--- src/rtl/nn_fixed_pkg.sv ---
// Shared Q8.8 fixed-point definitions for the network blocks.
// Holds the Q8.8 constants, the 17-bit to 16-bit saturating helper and the
// optimiser FSM state encodings.
package nn_fixed_pkg;

  localparam int unsigned FRAC_BITS = 8;
  localparam logic [15:0] Q_ONE     = 16'h0100;
  localparam logic [15:0] Q_MAX     = 16'h7FFF;
  localparam logic [15:0] Q_MIN     = 16'h8000;

  // S_DRAIN is only visited when the momentum pipeline is built in.
  typedef enum logic [2:0] {
    S_IDLE  = 3'd0,
    S_UPD_W = 3'd1,
    S_UPD_B = 3'd2,
    S_DRAIN = 3'd3,
    S_FIN   = 3'd4
  } sgd_state_e;

  // Clamp a 17-bit signed intermediate into signed 16-bit range.
  function automatic logic [15:0] sat16(input logic signed [16:0] x);
    if (x > 17'sd32767) begin
      return Q_MAX;
    end else if (x < -17'sd32768) begin
      return Q_MIN;
    end else begin
      return x[15:0];
    end
  endfunction

endpackage

--- src/rtl/sgd_alu.sv ---
// Single-element SGD arithmetic: p_new = sat16(p - (lr*g)[23:8]).
// Ports: p (current parameter), g (gradient or velocity), lr (learning rate),
//        p_new (saturated result). All signed Q8.8, purely combinational.
module sgd_alu
  import nn_fixed_pkg::*;
(
  input  logic [15:0] p,
  input  logic [15:0] g,
  input  logic [15:0] lr,
  output logic [15:0] p_new
);

  logic [23:0]        prod;
  logic [15:0]        step;
  logic signed [16:0] diff;

  always_comb begin
    // Only bits [23:0] of the full 32-bit product reach the step, so a
    // 24-bit signed multiply is sufficient.
    prod  = $signed({{8{lr[15]}}, lr}) * $signed({{8{g[15]}}, g});
    step  = 16'(prod >> FRAC_BITS);
    diff  = $signed({p[15], p}) - $signed({step[15], step});
    p_new = sat16(diff);
  end

endmodule

--- src/rtl/sgd_update.sv ---
// SGD parameter store: holds Q8.8 weights/biases and applies
// p <= sat(p - lr*g) one element per cycle after a start pulse.
// Ports: clk, rst_n (async active-low), load/w_init/b_init (store init),
//        start/lr/dL_dw/dL_db (update pass, sampled on start),
//        w/b (store contents), busy, done (one-cycle completion pulse).
// Build option: SGD_MOMENTUM_EN adds per-element velocity and a second
//        pipeline stage (one extra cycle of latency).
module sgd_update
  import nn_fixed_pkg::*;
#(
  parameter int unsigned TOTAL_WEIGHTS = 8,
  parameter int unsigned TOTAL_BIASES  = 4,
  parameter logic [15:0] MOM_BETA      = 16'h00E6
) (
  input  logic                        clk,
  input  logic                        rst_n,
  input  logic                        load,
  input  logic [TOTAL_WEIGHTS*16-1:0] w_init,
  input  logic [TOTAL_BIASES*16-1:0]  b_init,
  input  logic                        start,
  input  logic [15:0]                 lr,
  input  logic [TOTAL_WEIGHTS*16-1:0] dL_dw,
  input  logic [TOTAL_BIASES*16-1:0]  dL_db,
  output logic [TOTAL_WEIGHTS*16-1:0] w,
  output logic [TOTAL_BIASES*16-1:0]  b,
  output logic                        busy,
  output logic                        done
);

  localparam int unsigned W_IDX_W = (TOTAL_WEIGHTS > 1) ? $clog2(TOTAL_WEIGHTS) : 1;
  localparam int unsigned B_IDX_W = (TOTAL_BIASES > 1) ? $clog2(TOTAL_BIASES) : 1;
  localparam int unsigned IDX_W   = (W_IDX_W > B_IDX_W) ? W_IDX_W : B_IDX_W;
  localparam logic [IDX_W-1:0] W_LAST = IDX_W'(TOTAL_WEIGHTS - 1);
  localparam logic [IDX_W-1:0] B_LAST = IDX_W'(TOTAL_BIASES - 1);

  sgd_state_e       state, next_state;
  logic [IDX_W-1:0] idx;
  logic [15:0]      lr_q;
  logic [15:0]      gw_q  [TOTAL_WEIGHTS];
  logic [15:0]      gb_q  [TOTAL_BIASES];
  logic [15:0]      w_mem [TOTAL_WEIGHTS];
  logic [15:0]      b_mem [TOTAL_BIASES];

  logic             upd_en, upd_bias;
  logic [15:0]      g_cur;
  logic             wr_en, wr_bias;
  logic [IDX_W-1:0] wr_idx;
  logic [15:0]      alu_p, alu_g, alu_p_new;

  // FSM state plus registered status outputs.
  always_ff @(posedge clk or negedge rst_n) begin
    if (!rst_n) begin
      state <= S_IDLE;
      busy  <= 1'b0;
      done  <= 1'b0;
    end else begin
      state <= next_state;
      busy  <= (state != S_IDLE) && (next_state != S_IDLE);
      done  <= (state == S_FIN);
    end
  end

  // Next-state logic.
  always_comb begin
    next_state = state;
    case (state)
      S_IDLE:  if (start && !load) next_state = S_UPD_W;
      S_UPD_W: if (idx == W_LAST) next_state = S_UPD_B;
`ifdef SGD_MOMENTUM_EN
      S_UPD_B: if (idx == B_LAST) next_state = S_DRAIN;
`else
      S_UPD_B: if (idx == B_LAST) next_state = S_FIN;
`endif
      S_DRAIN: next_state = S_FIN;
      S_FIN:   next_state = S_IDLE;
      default: next_state = S_IDLE;
    endcase
  end

  // Element currently addressed by the FSM.
  always_comb begin
    upd_en   = (state == S_UPD_W) || (state == S_UPD_B);
    upd_bias = (state == S_UPD_B);
    g_cur    = upd_bias ? gb_q[idx[B_IDX_W-1:0]] : gw_q[idx[W_IDX_W-1:0]];
  end

`ifdef SGD_MOMENTUM_EN
  logic [15:0]        vel_w [TOTAL_WEIGHTS];
  logic [15:0]        vel_b [TOTAL_BIASES];
  logic [15:0]        v_old, v_new, beta_term;
  logic [23:0]        beta_prod;
  logic signed [16:0] v_sum;
  logic               pipe_vld, pipe_bias;
  logic [IDX_W-1:0]   pipe_idx;
  logic [15:0]        pipe_v;

  // Stage 1: velocity update for the addressed element.
  always_comb begin
    v_old     = upd_bias ? vel_b[idx[B_IDX_W-1:0]] : vel_w[idx[W_IDX_W-1:0]];
    beta_prod = $signed({{8{MOM_BETA[15]}}, MOM_BETA}) * $signed({{8{v_old[15]}}, v_old});
    beta_term = 16'(beta_prod >> FRAC_BITS);
    v_sum     = $signed({beta_term[15], beta_term}) + $signed({g_cur[15], g_cur});
    v_new     = sat16(v_sum);
  end

  always_ff @(posedge clk or negedge rst_n) begin
    if (!rst_n) begin
      for (int i = 0; i < TOTAL_WEIGHTS; i++) vel_w[i] <= '0;
      for (int i = 0; i < TOTAL_BIASES; i++)  vel_b[i] <= '0;
      pipe_vld  <= 1'b0;
      pipe_bias <= 1'b0;
      pipe_idx  <= '0;
      pipe_v    <= '0;
    end else begin
      pipe_vld  <= upd_en;
      pipe_bias <= upd_bias;
      pipe_idx  <= idx;
      pipe_v    <= v_new;
      if (state == S_IDLE && load) begin
        for (int i = 0; i < TOTAL_WEIGHTS; i++) vel_w[i] <= '0;
        for (int i = 0; i < TOTAL_BIASES; i++)  vel_b[i] <= '0;
      end else if (upd_en) begin
        if (upd_bias) vel_b[idx[B_IDX_W-1:0]] <= v_new;
        else          vel_w[idx[W_IDX_W-1:0]] <= v_new;
      end
    end
  end

  // Stage 2: parameter write from the registered velocity.
  always_comb begin
    wr_en   = pipe_vld;
    wr_bias = pipe_bias;
    wr_idx  = pipe_idx;
    alu_g   = pipe_v;
  end
`else
  always_comb begin
    wr_en   = upd_en;
    wr_bias = upd_bias;
    wr_idx  = idx;
    alu_g   = g_cur;
  end
`endif

  always_comb begin
    alu_p = wr_bias ? b_mem[wr_idx[B_IDX_W-1:0]] : w_mem[wr_idx[W_IDX_W-1:0]];
  end

  sgd_alu u_alu (
    .p     (alu_p),
    .g     (alu_g),
    .lr    (lr_q),
    .p_new (alu_p_new)
  );

  // Parameter store, snapshots and element index.
  always_ff @(posedge clk or negedge rst_n) begin
    if (!rst_n) begin
      lr_q <= '0;
      idx  <= '0;
      for (int i = 0; i < TOTAL_WEIGHTS; i++) begin
        w_mem[i] <= '0;
        gw_q[i]  <= '0;
      end
      for (int i = 0; i < TOTAL_BIASES; i++) begin
        b_mem[i] <= '0;
        gb_q[i]  <= '0;
      end
    end else begin
      case (state)
        S_IDLE: begin
          if (load) begin
            for (int i = 0; i < TOTAL_WEIGHTS; i++) w_mem[i] <= w_init[i*16 +: 16];
            for (int i = 0; i < TOTAL_BIASES; i++)  b_mem[i] <= b_init[i*16 +: 16];
          end else if (start) begin
            lr_q <= lr;
            idx  <= '0;
            for (int i = 0; i < TOTAL_WEIGHTS; i++) gw_q[i] <= dL_dw[i*16 +: 16];
            for (int i = 0; i < TOTAL_BIASES; i++)  gb_q[i] <= dL_db[i*16 +: 16];
          end
        end
        S_UPD_W: idx <= (idx == W_LAST) ? '0 : idx + IDX_W'(1);
        S_UPD_B: idx <= (idx == B_LAST) ? '0 : idx + IDX_W'(1);
        default: ;
      endcase
      if (wr_en) begin
        if (wr_bias) b_mem[wr_idx[B_IDX_W-1:0]] <= alu_p_new;
        else         w_mem[wr_idx[W_IDX_W-1:0]] <= alu_p_new;
      end
    end
  end

  for (genvar gi = 0; gi < TOTAL_WEIGHTS; gi++) begin : g_w_out
    assign w[gi*16 +: 16] = w_mem[gi];
  end
  for (genvar gi = 0; gi < TOTAL_BIASES; gi++) begin : g_b_out
    assign b[gi*16 +: 16] = b_mem[gi];
  end

endmodule
--- config.mk ---
export PLATFORM = sky130hd
export DESIGN_NAME = sgd_update
export DESIGN_NICKNAME = d
export VERILOG_FILES = /design/src/rtl/nn_fixed_pkg.sv /design/src/rtl/sgd_alu.sv /design/src/rtl/sgd_update.sv
export SDC_FILE = /design/constraint.sdc
export NUM_CORES = 2
export LEC_CHECK = 0
export ABC_AREA = 1
export CORE_MARGIN = 5
export CORE_UTILIZATION = 30
export DETAILED_ROUTE_END_ITERATION = 12
export PLACE_DENSITY = 0.52
export RECOVER_POWER = 100
export SETUP_SLACK_MARGIN = 0.05
export SYNTH_ARGS = -nofsm -noshare
export SYNTH_HDL_FRONTEND = slang
export SYNTH_SLANG_ARGS = --single-unit
export TNS_END_PERCENT = 30
--- constraint.sdc ---
create_clock -name clk -period 9.5 [get_ports clk]
set_input_delay 1.425 -clock clk [delete_from_list [all_inputs] [get_ports clk]]
set_output_delay 1.425 -clock clk [all_outputs]
set_load 0.05 [all_outputs]
Word-level counts from Yosys, hierarchy flattened
Index checks and enable logic that the tools add are counted.

cells by class
  equality and inequality tests = 8
  $mul = 1
  order comparisons = 6
  bitwise logic cells = 3
  muxes and demuxes = 39
  $add $sub $neg = 2
  reductions and logical operators = 12

operator list
  kind                                                                            count
  128-bit two-way mux                                                             4
  64-bit two-way mux                                                              4
  16-bit two-way mux                                                              14
  128-bit bitwise mux                                                             1
  16-bit binary-select mux with 3-bit select                                      2
  16-bit binary-select mux with 2-bit select                                      2
  64-bit bitwise mux                                                              1
  16-bit demux with 3-bit select                                                  1
  16-bit demux with 2-bit select                                                  1
  16-bit by 16-bit multiplier with 24-bit output                                  1
  3-bit two-way mux                                                               7
  17-bit by 16-bit > comparator with 1-bit output, second input constant          1
  17-bit by 16-bit less-than comparator with 1-bit output, second input constant  1
  16-bit by 16-bit subtractor with 17-bit output                                  1
  3-bit one-hot mux with 4 select lines                                           1
  3-bit by 2-bit equality test with 1-bit output, second input constant           3
  3-bit one-hot mux with 3 select lines                                           1
  3-bit nonzero test                                                              3
  3-bit equality test, second input constant                                      2
  3-bit AND reduction                                                             2
  4-bit >= comparator, second input constant                                      1
  1-bit logical AND                                                               4
  4-bit by 1-bit less-than comparator with 1-bit output, second input constant    1
  2-bit inequality test, second input constant                                    2
  other kinds (10)                                                                10

word-level totals
  bits of input ports = 404
  output and inout port bits = 194
  logic and storage cells = 100
  flip-flop bits (word level) = 408

Depth between registers and ports, before layout
  depth in word-level cells = 13
  gate-level depth with buffers = 52

Cells and area by module
A second synthesis with hierarchy kept.

unflattened totals
  cell total of the unflattened synthesis = 4819
  area, all modules = 32233.4 µm²

by module, submodules not included
  module      cells each  area an instance (µm²)  times used
  sgd_update  3501        23082.1                 1
  sgd_alu     1318        9151.3                  1

Least setup slack after synthesis
No wires, ideal clock.

  path type = register to register
  start point = register idx[0]
  end point = register w_mem, in the netlist w[18]
  stages on the path, launching flop included = 48
  setup time = 120 ps
  data required time = 9380 ps
  path slack = 1345 ps
  data arrival time = 8036 ps
  path buffers = 6
  path through = dfrtp_1 -> inv_2 -> buf_6 -> buf_6 -> nand2_2 -> buf_2 -> o22ai_1 -> a221oi_1 -> nand4_1 -> nand2_1 -> buf_2 -> nor2_1 -> fa_1 -> inv_1 -> fa_1 -> fa_1 -> fa_1 -> inv_1 -> (+12 left out) -> nand3_2 -> nand3b_1 -> nand2_1 -> ha_1 -> a21o_1 -> a21oi_1 -> inv_1 -> a21oi_1 -> nand2_1 -> xor2_1 -> inv_2 -> nand2_2 -> buf_6 -> nand2_1 -> nand2_2 -> buf_4 -> o21ai_0 -> inv_1

on the way
  word-level cells in the longest chain between the ends = 13

RTL lines
  element                                                                                                          line                                                    text
  start, declared                                                                                                  sgd_update.sv:37                                        logic [IDX_W-1:0] idx;
  start signal, assigned                                                                                           sgd_update.sv:182                                       S_UPD_W: idx <= (idx == W_LAST) ? '0 : idx + IDX_W'(1);
  start signal, assigned                                                                                           sgd_update.sv:183                                       S_UPD_B: idx <= (idx == B_LAST) ? '0 : idx + IDX_W'(1);
  3-bit NOT with 4-bit output (not written as such) / 2-bit NOT with 3-bit output (equally long branches)          sgd_update.sv:84, sgd_update.sv:146, sgd_update.sv:188
  16-bit binary-select mux with 3-bit select / 16-bit binary-select mux with 2-bit select (equally long branches)  sgd_update.sv:84                                        g_cur = upd_bias ? gb_q[idx[B_IDX_W-1:0]] : gw_q[idx[W_IDX_W-1:0]];
  16-bit two-way mux (not written as such) (2 in series)                                                           sgd_update.sv:84
  16-bit two-way mux                                                                                               sgd_update.sv:84
  16-bit by 16-bit multiplier with 24-bit output                                                                   sgd_alu.sv:20                                           prod = $signed({{8{lr[15]}}, lr}) * $signed({{8{g[15]}}, g});
  16-bit by 16-bit subtractor with 17-bit output                                                                   sgd_alu.sv:22                                           diff = $signed({p[15], p}) - $signed({step[15], step});
  17-bit by 16-bit less-than comparator with 1-bit output                                                          nn_fixed_pkg.sv:24                                      end else if (x < -17'sd32768) begin
  16-bit two-way mux                                                                                               nn_fixed_pkg.sv:24
  16-bit two-way mux                                                                                               nn_fixed_pkg.sv:22                                      if (x > 17'sd32767) begin
  128-bit bitwise mux (*)                                                                                          sgd_update.sv:188                                       else w_mem[wr_idx[W_IDX_W-1:0]] <= alu_p_new;
  128-bit two-way mux (*)                                                                                          sgd_update.sv:187                                       if (wr_bias) b_mem[wr_idx[B_IDX_W-1:0]] <= alu_p_new;
  128-bit two-way mux (*)                                                                                          sgd_update.sv:186                                       if (wr_en) begin
  end signal, assigned by index                                                                                    sgd_update.sv:188
  end, declared                                                                                                    sgd_update.sv:41                                        logic [15:0] w_mem [TOTAL_WEIGHTS];

Every way passes the cells marked *; elsewhere a longest branch is shown, timed or not. The select of a mux whose other input is x is not followed.
A chain may end at the register's enable or synchronous reset.

Worst setup path in the final report
  start point = register idx[0]
  end point = register w_mem, in the netlist w[44]

The elaborated chain is that of the path after synthesis.

==> metrics <==
status finished with violations; failing checks capacitance limit, slew limit; largest family of logic cells by synthesized area simple AND/OR/NAND/NOR gates; Compound-Gate Fraction of Synth Area 11.9%; chip width 321 um; total global routing track utilization around a quarter; Post-synth top cells nand2_1 (1,255), inv_1 (440), dfrtp_1 (408), o21ai_0 (274), nor2_1 (235); most frequent cell after synthesis nand2_1; fin crit share 95.3%; vias in the first global route 28,292; initial antenna violation count 23; vias 28,215; gp weighted congestion 0.938; met2 wire length roughly 63 mm; Worst-path clk slew ~0.06 ns; Post-Syn Area 28,900 um2; drt drc 0; crit-path max cell delay between 0.6 and 0.7 ns; crit path DAT 9.60 ns; crit path time final 9.06 ns; core footprint around 96,000 um2; area grow syn2layout 33.0%; Initial Util around 30%; TritonCTS clock tree done; Pins Over Slew Limit 537; Max Fclk 110 MHz; CTS Hold Bufs 0; CP endpoint kind flop; largest net degree at the start of global routing 141; Slowest cell on crit path fa_2; r2r setup slk 0.44 ns; Syn. warnings 0; Syn Nets around 4,400; Mapped Cells 3,734; fraction of layout cells with a size suffix above 1 7.11%; CTS root buffer clkbuf_16; Sum Neg Setup Slack 0 ns; Final setup viols 0; Clock Path Buffers 3; CP startpoint kind flop; most used cell, CP fa_1; Distinct cells, synth 52; first-pass GRT wire length slightly below 200 mm; Slew @ Worst Pin 5.84 ns; MaxCap Viol Count 7; Worst Path Buf+Inv 10; Worst Hold Class reg -> reg; multiplexer share of the synthesized area 1.97%; Detailed Place HPWL between 100 and 150 mm; Seq/Total Area, Yosys 35.3%; largest delay contributor family on the critical path adder cells; DRT iter0 DRCs between 2,000 and 2,500; Clk Latency, worst-skew pair 0.63 ns; Main synth FF type dfrtp_1; Rows 114; WL met3 10.1 mm; # clock sinks 408; Post-Synth Simple-Gate Area a little under a quarter; wirelength, routed around 140 mm; per-cell routed wire length 24.2 um; htree depth 2; Routed Antenna Nets 0; Die H 321 um; CP required 10.05 ns; Crit Path Max Fanout 36; Async SR Flop Fraction 100%; Crit Path Category reg -> reg; nets@finish 4,975; syn_area_per_cell 7.75 um2; Synth area leader dfrtp_1; # IOs 598; Die ar. slightly above 100,000 um2; area share of the largest cell type after synthesis 35.3%; number of synthesized flops with an enable pin 0; worst clock skew about 0.057 ns; fill count about 10,000; DR vias/cell between 5 and 6; DR top layer met5; #FFs+latches synth just over 400; total grt overflow 0; # port buffers 597; Synth Area in XOR/XNOR 0.757%; Fin. Hold Viols 0; RSZ-0062 raised after global routing no; DRT met1 WL roughly 57 mm; Synth area leaders dfrtp_1 (35%), nand2_1 (16%), fa_1 (13%); clock buffer count from CTS 50; Pre-antenna DRT Iters 6; Post-Synth Adder-Cell Area 17.0%; max-slew headroom at the worst pin -289%
## worst paths after layout
check / cells past startpoint / endpoint / startpoint
max: 36 / w[44] / idx[0]
min in group asynchronous: 1 / b[58] / rst_n
min reg2reg: 2 / gb_q[30] / gb_q[30]
min: 2 / gb_q[30] / gb_q[30]
max reg2reg: 36 / w[44] / idx[0]
max in group asynchronous: 2 / idx[0] / rst_n
## cell usage in the layout (no fill, tap or decap), drive strengths merged, types with 57 or more instances in the layout
master and instances:
inv 457, nor2 240, dfrtp 408, ha 93
buf 106, nand2 1282, clkdlybuf4s50 401, nand3 120
a21oi 81, dlygate4sd3 195, fa 187, mux2i 57
o21ai 326, clkbuf 81
## stage by stage
stage / instances / util, % / hold slack, ns / setup slack, ns / instance area [um2]
after floorplan: 3734 / - / 0.444 / 1.34 / 28900
after global placement: 5492 / 38.0 / 0.459 / 0.120 / 36600
after detailed placement: 5492 / 38.0 / 0.461 / 0.165 / 36600
after CTS: 5582 / 39.7 / 0.477 / 0.0593 / 38200
after global routing: 5617 / 40.0 / 0.495 / 0.0472 / 38500
final: 5627 / 40.0 / 0.474 / 0.445 / 38500
## registers in the layout, summed over array words and instances (netlist names)
signal and cells:
gw_q 128, w 128, b 64, gb_q 64
lr_q 16, idx 3, state 3, busy 1
done 1
## metal layers
metal | global-route usage (%) | up-vias
met3 | 5.26 | 226
met1 | 34.2 | 13812
met2 | 41.0 | 1214
met4 | 9.33 | 2
met5 | 0 | -
li1 | - | 12961
## timing repair
item,in CTS,in global routing
endpoints found under the hold margin,0,0
endpoints found under the setup margin,0,190
setup buffers,0,22
resized for setup,0,39
## cell families (layout without fill, tap and decap cells)
kind of cell    Yosys count  count (layout)
simple gates           1701            1701
flops                   408             408
compound gates          589             589
xor+xnor                 25              25
buf+inv                 674            1269
mux                      57              57
other cells               0              22
fa+ha+maj               280             280
## tightest hold or removal path, stage by stage (launching register included)
cell and delay (ns):
dfrtp_1 0.34, nand2_1 0.05, nand2_1 0.05
## layout make-up
cell class | count | area [um2] | share of cell area, %
repair buffers | 714 | 7130 | 18.5
clock buffers | 69 | 1450 | 3.77
inverters | 465 | 1780 | 4.63
multi-input cells | 2652 | 16100 | 41.8
flip-flops and latches | 408 | 10200 | 26.5
diodes | 22 | 55.1 | 0.143
well taps | 1276 | 1600 | 4.15
clock inverters | 21 | 164 | 0.426
Power is not shown: default switching activity piles up to over one toggle a cycle in this logic, so the estimate is an artifact.
